$ cat config.mk
export PLATFORM = sky130hd
export DESIGN_NAME = l1_traffic_generator_flat
export DESIGN_NICKNAME = d
export VERILOG_FILES = /design/src/rtl/l1_traffic_generator_if.sv /design/src/rtl/l1_traffic_generator.sv /design/src/flat_wrapper.sv
export SDC_FILE = /design/constraint.sdc
export NUM_CORES = 1
export LEC_CHECK = 0
export ABC_AREA = 1
export BUFFER_PORTS_ARGS = -buffer_cell sky130_fd_sc_hd__buf_2
export CELL_PAD_IN_SITES_DETAIL_PLACEMENT = 1
export CELL_PAD_IN_SITES_GLOBAL_PLACEMENT = 1
export CORE_MARGIN = 10
export CORE_UTILIZATION = 40
export CTS_CLUSTER_SIZE = 24
export DETAILED_ROUTE_END_ITERATION = 7
export GPL_ROUTABILITY_DRIVEN = 0
export PLACE_DENSITY = 0.87
export RECOVER_POWER = 25
export SYNTH_ARGS = -nofsm -noshare
export SYNTH_HDL_FRONTEND = slang
export SYNTH_SLANG_ARGS = --single-unit
$ cat constraint.sdc
create_clock -name clk -period 4.57 [get_ports clk]
set_input_delay 0.457 -clock clk [delete_from_list [all_inputs] [get_ports clk]]
set_output_delay 0.457 -clock clk [all_outputs]
set_load 0.1 [all_outputs]
$ cat src/rtl/l1_traffic_generator_if.sv
// rtl/l1_traffic_generator_if.sv - L1 data-cache request/response bus between initiator and cache
interface l1_traffic_generator_if #(
    parameter int n = 32
);
    logic         L1_busy;
    logic [n-1:0] dmem_rdata;
    logic         load_control;
    logic         store_control;
    logic [n-1:0] dmem_wdata;
    logic [14:0]  address;

    // Initiator side: drives requests, observes stall and load data.
    modport master (
        input  L1_busy,
        input  dmem_rdata,
        output load_control,
        output store_control,
        output dmem_wdata,
        output address
    );

    // Cache side: observes requests, answers with stall and load data.
    modport slave (
        output L1_busy,
        output dmem_rdata,
        input  load_control,
        input  store_control,
        input  dmem_wdata,
        input  address
    );
endinterface

$ cat src/rtl/l1_traffic_generator.sv
// rtl/l1_traffic_generator.sv - self-checking store-then-load initiator for the L1 data-cache port
module l1_traffic_generator #(
    parameter int          n      = 32,
    parameter logic [14:0] BASE   = 15'h0000,
    parameter int          COUNT  = 64,
    parameter logic [14:0] STRIDE = 15'd1,
    parameter logic [n-1:0] SEED  = 32'hA5A5_0000,
    parameter int          GAP    = 0
) (
    input  logic                         clk,
    input  logic                         reset,
    l1_traffic_generator_if.master       bus,
    output logic                         program_done,
    output logic                         error,
    output logic [15:0]                  err_count,
    output logic [14:0]                  first_err_address
);

    typedef enum logic [2:0] {
        ST_IDLE,
        ST_STORE,
        ST_LOAD,
        ST_WAIT_GAP,
        ST_DONE
    } state_t;

    localparam logic [14:0]  IDX_LAST = 15'(COUNT - 1);
    localparam logic [31:0]  GAP_LAST = GAP - 1;
    localparam bit           HAS_GAP  = (GAP > 0);
    localparam logic [n-1:0] DATA_ONE = {{(n-1){1'b0}}, 1'b1};

    state_t       state, state_n;
    logic         loading, loading_n;
    logic [14:0]  idx, idx_n;
    logic [31:0]  gap_cnt, gap_n;
    logic [14:0]  addr_q, addr_n;
    logic [n-1:0] data_q, data_n;
    logic         store_q, store_n;
    logic         load_q, load_n;
    logic         done_q, done_n;
    logic         err_q, err_n;
    logic [15:0]  err_cnt_q, err_cnt_n;
    logic [14:0]  first_q, first_n;
    logic         advance;

    // State and every output are registers; async reset returns all of them to zero.
    always_ff @(posedge clk or posedge reset) begin
        if (reset) begin
            state     <= ST_IDLE;
            loading   <= 1'b0;
            idx       <= '0;
            gap_cnt   <= '0;
            addr_q    <= '0;
            data_q    <= '0;
            store_q   <= 1'b0;
            load_q    <= 1'b0;
            done_q    <= 1'b0;
            err_q     <= 1'b0;
            err_cnt_q <= '0;
            first_q   <= '0;
        end else begin
            state     <= state_n;
            loading   <= loading_n;
            idx       <= idx_n;
            gap_cnt   <= gap_n;
            addr_q    <= addr_n;
            data_q    <= data_n;
            store_q   <= store_n;
            load_q    <= load_n;
            done_q    <= done_n;
            err_q     <= err_n;
            err_cnt_q <= err_cnt_n;
            first_q   <= first_n;
        end
    end

    // Next-state: accept on !L1_busy, check load data, optionally idle GAP cycles, then step the index.
    always_comb begin
        state_n   = state;
        loading_n = loading;
        idx_n     = idx;
        gap_n     = gap_cnt;
        addr_n    = addr_q;
        data_n    = data_q;
        store_n   = store_q;
        load_n    = load_q;
        done_n    = done_q;
        err_n     = err_q;
        err_cnt_n = err_cnt_q;
        first_n   = first_q;
        advance   = 1'b0;

        case (state)
            ST_IDLE: begin
                state_n   = ST_STORE;
                loading_n = 1'b0;
                idx_n     = '0;
                addr_n    = BASE;
                data_n    = SEED;
                store_n   = 1'b1;
                load_n    = 1'b0;
            end
            ST_STORE, ST_LOAD: begin
                if (!bus.L1_busy) begin
                    store_n = 1'b0;
                    load_n  = 1'b0;
                    if (state == ST_LOAD && bus.dmem_rdata != data_q) begin
                        err_n = 1'b1;
                        if (err_cnt_q != 16'hFFFF) begin
                            err_cnt_n = err_cnt_q + 16'd1;
                        end
                        if (err_cnt_q == 16'd0) begin
                            first_n = addr_q;
                        end
                    end
                    if (HAS_GAP) begin
                        state_n = ST_WAIT_GAP;
                        gap_n   = '0;
                    end else begin
                        advance = 1'b1;
                    end
                end
            end
            ST_WAIT_GAP: begin
                if (gap_cnt == GAP_LAST) begin
                    advance = 1'b1;
                end else begin
                    gap_n = gap_cnt + 32'd1;
                end
            end
            ST_DONE: begin
                done_n = 1'b1;
            end
            default: begin
                state_n = ST_IDLE;
            end
        endcase

        // Present the following access, switch from stores to loads, or finish.
        if (advance) begin
            if (idx != IDX_LAST) begin
                idx_n  = idx + 15'd1;
                addr_n = addr_q + STRIDE;
                data_n = data_q + DATA_ONE;
                if (loading) begin
                    load_n  = 1'b1;
                    state_n = ST_LOAD;
                end else begin
                    store_n = 1'b1;
                    state_n = ST_STORE;
                end
            end else if (!loading) begin
                idx_n     = '0;
                addr_n    = BASE;
                data_n    = SEED;
                loading_n = 1'b1;
                load_n    = 1'b1;
                state_n   = ST_LOAD;
            end else begin
                state_n = ST_DONE;
            end
        end
    end

    assign bus.store_control  = store_q;
    assign bus.load_control   = load_q;
    assign bus.address        = addr_q;
    assign bus.dmem_wdata     = data_q;
    assign program_done       = done_q;
    assign error              = err_q;
    assign err_count          = err_cnt_q;
    assign first_err_address  = first_q;

endmodule

$ cat src/flat_wrapper.sv
// flat-port wrapper written by rule: the top's interface ports become plain ports
module l1_traffic_generator_flat 
#(
    parameter int          n      = 32,
    parameter logic [14:0] BASE   = 15'h0000,
    parameter int          COUNT  = 64,
    parameter logic [14:0] STRIDE = 15'd1,
    parameter logic [n-1:0] SEED  = 32'hA5A5_0000,
    parameter int          GAP    = 0
)
  (clk, reset, program_done, error, err_count, first_err_address, bus_L1_busy, bus_dmem_rdata, bus_load_control, bus_store_control, bus_dmem_wdata, bus_address);
  l1_traffic_generator_if #(.n(n)) bus_i ();
  input  logic clk;
  input  logic reset;
  output logic program_done;
  output logic error;
  output logic [15:0] err_count;
  output logic [14:0] first_err_address;
  input wire logic [$bits(bus_i.L1_busy)-1:0] bus_L1_busy;
  input wire logic [$bits(bus_i.dmem_rdata)-1:0] bus_dmem_rdata;
  output wire logic [$bits(bus_i.load_control)-1:0] bus_load_control;
  output wire logic [$bits(bus_i.store_control)-1:0] bus_store_control;
  output wire logic [$bits(bus_i.dmem_wdata)-1:0] bus_dmem_wdata;
  output wire logic [$bits(bus_i.address)-1:0] bus_address;
  assign bus_i.L1_busy = bus_L1_busy;
  assign bus_i.dmem_rdata = bus_dmem_rdata;
  assign bus_load_control = bus_i.load_control;
  assign bus_store_control = bus_i.store_control;
  assign bus_dmem_wdata = bus_i.dmem_wdata;
  assign bus_address = bus_i.address;
  l1_traffic_generator #(.n(n), .BASE(BASE), .COUNT(COUNT), .STRIDE(STRIDE), .SEED(SEED), .GAP(GAP)) u_core (.clk(clk), .reset(reset), .bus(bus_i), .program_done(program_done), .error(error), .err_count(err_count), .first_err_address(first_err_address));
endmodule
==> results of run 1 <==
## placed cells by master, fill, tap and decap left out, types with 3 or more instances in the layout
master	n
sky130_fd_sc_hd__buf_2	115
sky130_fd_sc_hd__bufinv_16	4
sky130_fd_sc_hd__o21ai_1	5
sky130_fd_sc_hd__xnor2_1	45
sky130_fd_sc_hd__xor2_1	44
sky130_fd_sc_hd__nor3_1	27
sky130_fd_sc_hd__nor4_1	4
sky130_fd_sc_hd__clkbuf_16	17
sky130_fd_sc_hd__dfrtp_1	133
sky130_fd_sc_hd__clkbuf_1	5
sky130_fd_sc_hd__o21ai_0	47
sky130_fd_sc_hd__ha_1	8
sky130_fd_sc_hd__nand2_2	6
sky130_fd_sc_hd__nand2_1	457
sky130_fd_sc_hd__nor3b_1	3
sky130_fd_sc_hd__nand3_1	136
sky130_fd_sc_hd__nand3b_1	8
sky130_fd_sc_hd__buf_4	8
sky130_fd_sc_hd__inv_1	94
sky130_fd_sc_hd__nor2_4	3
sky130_fd_sc_hd__clkinv_2	5
sky130_fd_sc_hd__nand3_2	3
sky130_fd_sc_hd__nor2_2	5
sky130_fd_sc_hd__nor2_1	137
sky130_fd_sc_hd__a21oi_1	6
sky130_fd_sc_hd__nand4_1	46
## power by group through the flow
| stage | Combinational (uW) | Sequential, uW | Clock, uW |
|---|---|---|---|
| finish | 65.8 | 1180 | 1460 |
| global route | 75.9 | 1180 | 1540 |
| CTS | 69.3 | 1180 | 1480 |
| detailed placement | 69.3 | 1200 | 0 |
| global placement | 66.9 | 1200 | 0 |
| floorplan | 34.6 | 1200 | 0 |
## cell families (layout without fill, tap and decap cells)
| family | count (synthesis) | after routing | synth area share [%] |
|---|---|---|---|
| AO/OA/AOI/OAI | 66 | 66 | 3.94 |
| flip-flops | 133 | 133 | 37.7 |
| XOR/XNOR | 89 | 89 | 8.82 |
| buffers and inverters | 155 | 254 | 7.49 |
| adder cells (fa/ha/maj) | 8 | 8 | 1.13 |
| AND/OR/NAND/NOR | 839 | 839 | 40.9 |
## worst paths after layout
path	startpoint	to	slack (ns)
worst max-delay path	u_core.idx[0]	u_core.bus.dmem_wdata[10]	1.89
worst min-delay path	u_core.error	u_core.error	0.45
worst max register to register	u_core.idx[0]	u_core.bus.dmem_wdata[10]	1.89
worst min register to register	u_core.error	u_core.error	0.45
max in group asynchronous	reset	u_core.state[0]	2.44
min in group asynchronous	reset	u_core.first_err_address[1]	0.74
## registers in the layout, summed over array words and instances, names as in the netlist
name / cells
u_core.bus.load_control: 1
u_core.first_err_address: 15
u_core.error: 1
u_core.state: 3
u_core.err_count: 16
u_core.bus.address: 15
u_core.gap_cnt: 32
u_core.bus.dmem_wdata: 32
u_core.program_done: 1
u_core.bus.store_control: 1
u_core.idx: 15
u_core.loading: 1
## Yosys cell counts (17+ instances only)
cell / count
sky130_fd_sc_hd__buf_2: 19
sky130_fd_sc_hd__nor2_1: 137
sky130_fd_sc_hd__inv_1: 95
sky130_fd_sc_hd__o21ai_0: 47
sky130_fd_sc_hd__xor2_1: 44
sky130_fd_sc_hd__clkbuf_1: 17
sky130_fd_sc_hd__dfrtp_1: 133
sky130_fd_sc_hd__xnor2_1: 45
sky130_fd_sc_hd__nand4_1: 46
sky130_fd_sc_hd__nor3_1: 27
sky130_fd_sc_hd__nand3_1: 136
sky130_fd_sc_hd__nand2_1: 457
## per-layer routing
metal | global-route usage, % | part of all wire (%) | up-vias
met4 | 5.19 | 1.5 | 0
li1 | - | - | 4292
met1 | 25.6 | 45 | 4404
met5 | 0 | 0 | -
met2 | 34.5 | 49 | 193
met3 | 4.21 | 4.6 | 33
## through the flow
step	hold WS, ns	std cells	setup slack [ns]	instance area [sq um]	total power, uW
floorplan	0.463	1290	0.559	8830	1240
global route	0.492	1669	1.60	10200	2800
finish	0.452	1669	1.89	10200	2710
CTS	0.317	1668	1.93	10200	2730
global placement	0.436	1636	2.06	9540	1270
detailed placement	0.443	1636	1.93	9540	1270
## area by class of cell
cell class	count	area, sq um	area share (%)
clock buffer	22	454	4.47
clock inverter	10	154	1.51
inverter	97	368	3.62
multi-input combinational	1002	4850	47.8
sequential	133	3330	32.7
tap	280	350	3.45
timing repair buffer	125	654	6.44
## critical path, stage by stage (launching register included)
cell,delay (ns)
sky130_fd_sc_hd__dfrtp_1,0.38
sky130_fd_sc_hd__ha_1,0.19
sky130_fd_sc_hd__nand2_1,0.06
sky130_fd_sc_hd__inv_1,0.10
sky130_fd_sc_hd__nand2_1,0.09
sky130_fd_sc_hd__nor2_1,0.11
sky130_fd_sc_hd__nand2_1,0.56
sky130_fd_sc_hd__inv_1,0.64
sky130_fd_sc_hd__nand4_1,0.20
sky130_fd_sc_hd__nand2_1,0.14
sky130_fd_sc_hd__nand2_1,0.06
sky130_fd_sc_hd__nand2_1,0.09
==> flow_results.org, run 1 <==
** Synth
- Post-synth cell types :: 36
- Synthesis produced a netlist with a net count of 1333.
- Post-synth top flop :: sky130_fd_sc_hd__dfrtp_1
- The synthesized design contains 0 enable-type register cells.
- The synthesized design devotes to its leading area cell type 37.7% of total area.
- After synthesis the cells add up to 8830 sq um.
- Yosys warning count :: 0
- Dividing the synthesized area by the synthesized cell count gives 6.85 sq um.
- Synthesis inferred 133 register bits.
- Of all flip-flops after synthesis, the portion carrying an async set or reset was 100%.
- Counting every instance in the synthesized netlist gives 1290.
- Largest cells by area after synthesis :: sky130_fd_sc_hd__dfrtp_1 38%, sky130_fd_sc_hd__nand2_1 19%, sky130_fd_sc_hd__nand3_1 7.7%
- Cell taking the most area after synthesis :: sky130_fd_sc_hd__dfrtp_1
- Sequential fraction of the synthesis area :: 37.7%

** Worst setup path
- For the worst setup path, the data required time is 4.93 ns.
- Critical Path Fanout Max :: 32
- Reg2reg path depth :: 11
- Type of the setup path with the least slack :: flop to flop
- At the worst endpoint, the arrival time is 3.05 ns.
- Kind of start point of the critical path :: flop
- Endpoint kind of the worst setup timing path :: flop

** Pwr
- Part of the power in registers :: 43.6%
- Max rail drop VDD :: 0.188 mV
- Pint :: 2120 uW
- Dividing total power by cell area gives a power density of 266 nW/um^2.
- The share of total power dissipated in the clock network is 54.0%.
- Psw :: 581 uW
- In this run the static leakage power is 0.00509 uW.
- Part of the total power dissipated in combinational logic :: 2.4%
- Sw Ratio :: 21.5%

** Timing
- RSZ-0062 raised after global routing :: no
- Minimum period implied by the final worst setup slack :: 2.68 ns
- Final Hold Vio Count :: 0
- Derived from the worst setup path, the maximum achievable clock frequency is 373 MHz.
- Post-route setup TNS :: 0 ns
- Setup violations remaining at the end of the flow were counted as 0.
- For the pin with the worst max-slew slack, the measured transition is 2.28 ns.
- Final slew viol count :: 104
- The clock arrives with 0.0104 ns of skew.
- Fraction of the cycle the final worst path needs :: 58.7%
- The worst pin sits at a relative slew slack of -52.6%.

** Die
- Starting density of the core :: 40.6%
- The floorplan step set the die width to 169 microns.
- The floorplan has 54 rows.
- The floorplan step defined a core boundary enclosing 21800 sq um.
- Top-level I/O count :: 117
- Vertical die dimension :: 169 microns
- Floorplan die area :: 28400 sq um

** Clock network
- Buffers added to address setup during post-CTS repair amount to 0.
- After clock tree synthesis, the clock-pin slew on the worst setup and hold paths is 0.06 ns.
- The H-tree was split into 4 levels.
- Clock buffers created by TritonCTS :: 17
- In this run, post-CTS repair resized a total of 0 instances.
- In this run, post-CTS hold repair placed 0 buffers.
- The clock reaches the later pin of the worst-skew pair after 0.43 ns.
- Clock sinks :: 133
- The clock passes through at most 2 buffers.
- Clock tree from TritonCTS :: yes
- Clock tree synthesis selected as its root buffer the cell sky130_fd_sc_hd__clkbuf_16.

** Detailed routing
- The count of nets left with antenna violations once routing finished came out at 0.
- The routed layout has 8922 vias.
- The pre-antenna-repair detailed-routing pass consisted of 5 iterations.
- After detailed routing, the number of remaining DRC violations is 0.
- After detailed routing, the average wire length per cell comes to 17.3 microns.
- Number of DRC violations after detailed-routing iteration 0 :: 477
- Using the TritonRoute via totals, the vias-per-cell ratio works out to 5.35.
- Total detailed-routing wirelength :: 28800 microns

** Run status
- The checks that failed: max-capacitance violations, max-slew violations.
- The flow ran to the end, but the final reports show violations.

** Placed design
- Buffers on Ports :: 116
- The wire-length estimate of the detail-placed layout is 20300 microns.

** Finish
- Post-synthesis to final-layout area growth :: 15.0%
- The filler cells instantiated in the layout total 2870.
- The net count of the finished layout is 1419.
- Final core utilization :: 46.7%
- Fraction of layout instances using a drive strength above 1 :: 12.7%
- Number of antenna diodes :: 0

** GRT
- The number of global-route vias before repair is 9550.
- Remaining global-route overflow :: 0
- Pin count of the biggest net entering global routing :: 104
- The first global-routing pass estimated 48500 microns of wire.
- Global routing consumed, over all layers together, 20.3% of the routing resources.
- Initial antenna violation count :: 0

** Min path
- Hold/Removal Path Class :: flop to flop
- Along the worst hold path, the cell count comes to 1.

** Run
- Across the run, the number of max-cap violations was 1.
Power figures use the tool's default switching activity.
==> run 2, diff against run 1 <==
--- a/config.mk
+++ b/config.mk
@@ -10,11 +10,11 @@
 export CELL_PAD_IN_SITES_DETAIL_PLACEMENT = 1
 export CELL_PAD_IN_SITES_GLOBAL_PLACEMENT = 1
 export CORE_MARGIN = 10
-export CORE_UTILIZATION = 40
+export CORE_UTILIZATION = 38
 export CTS_CLUSTER_SIZE = 24
 export DETAILED_ROUTE_END_ITERATION = 7
 export GPL_ROUTABILITY_DRIVEN = 0
-export PLACE_DENSITY = 0.87
+export PLACE_DENSITY = 0.86
 export RECOVER_POWER = 25
 export SYNTH_ARGS = -nofsm -noshare
 export SYNTH_HDL_FRONTEND = slang
==> constraint.sdc (replaced) <==
create_clock -name clk -period 2.2 [get_ports clk]
set_input_delay 0.22 -clock clk [delete_from_list [all_inputs] [get_ports clk]]
set_output_delay 0.22 -clock clk [all_outputs]
set_load 0.1 [all_outputs]
==> run 2 against run 1 <==
Against the previous run: the flow now finishes without violations; critical endpoint is now u_core.bus.dmem_wdata[19]; clock power grew 93%; utilization shrank 0.54 points; hold slack lost 0.16 ns; flip-flop and latch count is the same; sequential share of layout area shrank 0.84 points; routed wire length grew 4.3%; final area grew 3.5%.
==> flow_results.org, run 2 (same netlist as run 1, synthesis figures left out) <==
** Detailed routing
- WL per Instance :: 17.3 microns
- In this run the remaining antenna-violating nets after routing total 0.
- Via total after detailed routing :: 9138
- The first routing iteration left 596 violations.
- The pre-antenna-repair detailed-routing pass consisted of 4 iterations.
- After detailed routing, the number of vias per cell comes to 5.26.
- For this run, design rule violations remaining after detail routing come to 0.
- Total detailed-routing wirelength :: 30100 microns

** Finish
- 0 antenna diodes ended up in the layout.
- Number of filler cells placed in the layout :: 2993
- Fraction of layout instances using a drive strength above 1 :: 16.7%
- From synthesis to final layout, the design area changed by 19.0%.
- Final core utilization :: 46.2%
- The finished layout holds 1738 standard cells, fillers aside.
- Most common cell after layout, fill and taps aside :: sky130_fd_sc_hd__nand2_1
- In the layout the commonest cells are 457 x sky130_fd_sc_hd__nand2_1, 136 x sky130_fd_sc_hd__nor2_1, 136 x sky130_fd_sc_hd__nand3_1, 116 x sky130_fd_sc_hd__buf_2, 111 x sky130_fd_sc_hd__dfrtp_1.
- At the end of the flow, the number of nets in the layout was 1455.
- Final design area excluding fillers :: 10500 sq um

** Clock network
- The clock drives 133 sinks.
- Root Driver :: sky130_fd_sc_hd__clkbuf_16
- The later pin in the worst-skew pair is clocked with a latency of 0.44 ns.
- Clock buffers created by TritonCTS :: 17
- In this run the deepest clock path goes through 2 buffers.
- CTS clock-pin slew for the worst setup and hold paths :: 0.06 ns
- CTS HTree Levels :: 4
- Clock tree from TritonCTS :: yes
- In this run the post-CTS setup repair buffer count came out at 0.

** Die
- The floorplan has 55 rows.
- The die is 172 microns tall.
- Core Box Area :: 22800 sq um
- From left edge to right edge, the die measures 172 microns.
- The die covers 29700 sq um.
- Top-level I/O count :: 117
- Starting density of the core :: 38.8%

** Timing
- Minimum period implied by the final worst setup slack :: 2.04 ns
- Final setup violation count :: 0
- Transition time of the tightest slew-check pin :: 1.17 ns
- The max-slew violation total from the final report was 0.
- The final hold violation count came to 0.
- The final critical path takes up 92.7% of the cycle.
- For this run, the top clock speed supported by timing is 490 MHz.
- The worst path meets setup with 0.160 ns of slack.
- RSZ-0062 raised after global routing :: yes
- The worst pin sits at a relative slew slack of 22.2%.
- The clock arrives with 0.0136 ns of skew.
- Post-route setup TNS :: 0 ns

** Worst setup path
- Reg2reg path depth :: 9
- Cell-by-cell trace of the critical path :: nand2_1 > nor2_1 > nand2_1 > nor2_2 > nand3_1 > nand2_4 > buf_6 > nand3_1 > a21boi_1
- Of all nets on the critical path, the largest fanout is 18.
- The cell family contributing the most delay on the critical path is simple AND/OR/NAND/NOR gates.
- By startpoint and endpoint, the worst setup path is classified as flop to flop.
- R2R Setup Slk :: 0.16 ns
- Req. time, crit path :: 2.55 ns
- Endpoint kind of the worst setup timing path :: flop
- Kind of start point of the critical path :: flop
- CP Buf/Inv Count :: 1
- Maximum cell stage delay along the critical path :: 0.45 ns
- Worst reg2reg endpoint :: u_core.bus.dmem_wdata[19]
- The worst register-to-register path begins at u_core.gap_cnt[21].
- The slowest stage of the critical path is the sky130_fd_sc_hd__dfrtp_1 cell.
- Arrival time at the worst endpoint :: 2.39 ns

** GRT
- In the global route stage, overall resource usage came out at 20.5%.
- Initial antenna violation count :: 1
- Number of global-route vias before repair :: 9766
- The first global-routing pass estimated 49500 microns of wire.
- Pin count of the biggest net entering global routing :: 61
- For this run the aggregate overflow at the end of global routing stands at 0.

** Min path
- The tightest min-delay check is of the input pin to asynchronous set/reset pin type.

** Placed design
- Placed Instances :: 1704
- Buffers on Ports :: 116
- Summing all placed instances gives a cell area of 9920 sq um.
- HPWL Detailed :: 21600 microns
- Worst slack, placed :: 0.0743 ns

** Run
- Max-cap violations in this run came to 0.

** Pwr
- Leakage power summed over all cells :: 0.00520 uW
- Max rail drop VDD :: 0.378 mV
- Power density relative to cell area :: 515 nW/um^2

** Run status
- The run finished with clean final reports.
-- run 2: what timing repair did --
| action | in CTS | in global routing |
|---|---|---|
| setup endpoints to repair | 0 | 56 |
| hold buffers | 1 | 0 |
| resized for setup | 0 | 8 |
| hold endpoints to repair | 7 | 0 |
-- run 2: cell type report --
class	count	area [sq um]	area share [%]
multi-input cells	1002	4870	46.3
flip-flops and latches	133	3360	31.9
repair buffers	161	960	9.12
clock buffers	19	443	4.21
well taps	313	392	3.72
inverters	97	372	3.53
clock inverters	13	124	1.18
-- run 2: report_power, final --
group	internal (uW)	switching, uW	leakage, uW
registers	2450	0.452	0.00176
clock network	1600	1220	0.000271
logic	47.8	96.1	0.00317
total	4090	1320	0.00520
-- run 2: worst max-delay path by stage --
stage / from / end / slack, ns / cells after the start
floorplan: u_core.bus.address[3] / u_core.bus.address[14] / 0.03 / 9
global placement: u_core.gap_cnt[1] / u_core.bus.dmem_wdata[25] / 0.17 / 10
detailed placement: u_core.gap_cnt[1] / u_core.bus.address[5] / 0.07 / 10
CTS: u_core.gap_cnt[21] / u_core.bus.address[6] / 0.05 / 9
global route: u_core.bus.dmem_wdata[17] / u_core.err_count[0] / -0.02 / 11
finish: u_core.gap_cnt[21] / u_core.bus.dmem_wdata[19] / 0.16 / 9
-- run 2: tightest hold or removal path: stages --
cell                            delay, ns
sky130_fd_sc_hd__dlygate4sd3_1       0.53
sky130_fd_sc_hd__clkbuf_1            0.10
sky130_fd_sc_hd__clkinvlp_2          0.28
-- run 2: metrics by stage --
step | hold WS [ns] | total power [uW]
2_1_floorplan | 0.452 | 2570
3_3_place_gp | 0.191 | 2640
6_report | 0.293 | 5410
5_1_grt | 0.339 | 5580
4_1_cts | 0.283 | 5460
3_5_place_dp | 0.191 | 2650
-- run 2: metal layers --
metal	vias up	routed length (microns)	part of all wire, %	GRT usage [%]
met2	188	15000	50	35.9
met1	4531	13200	44	24.7
met5	-	12	0.040	0
met3	43	1290	4.3	4.08
met4	2	578	1.9	6.03
li1	4374	-	-	-
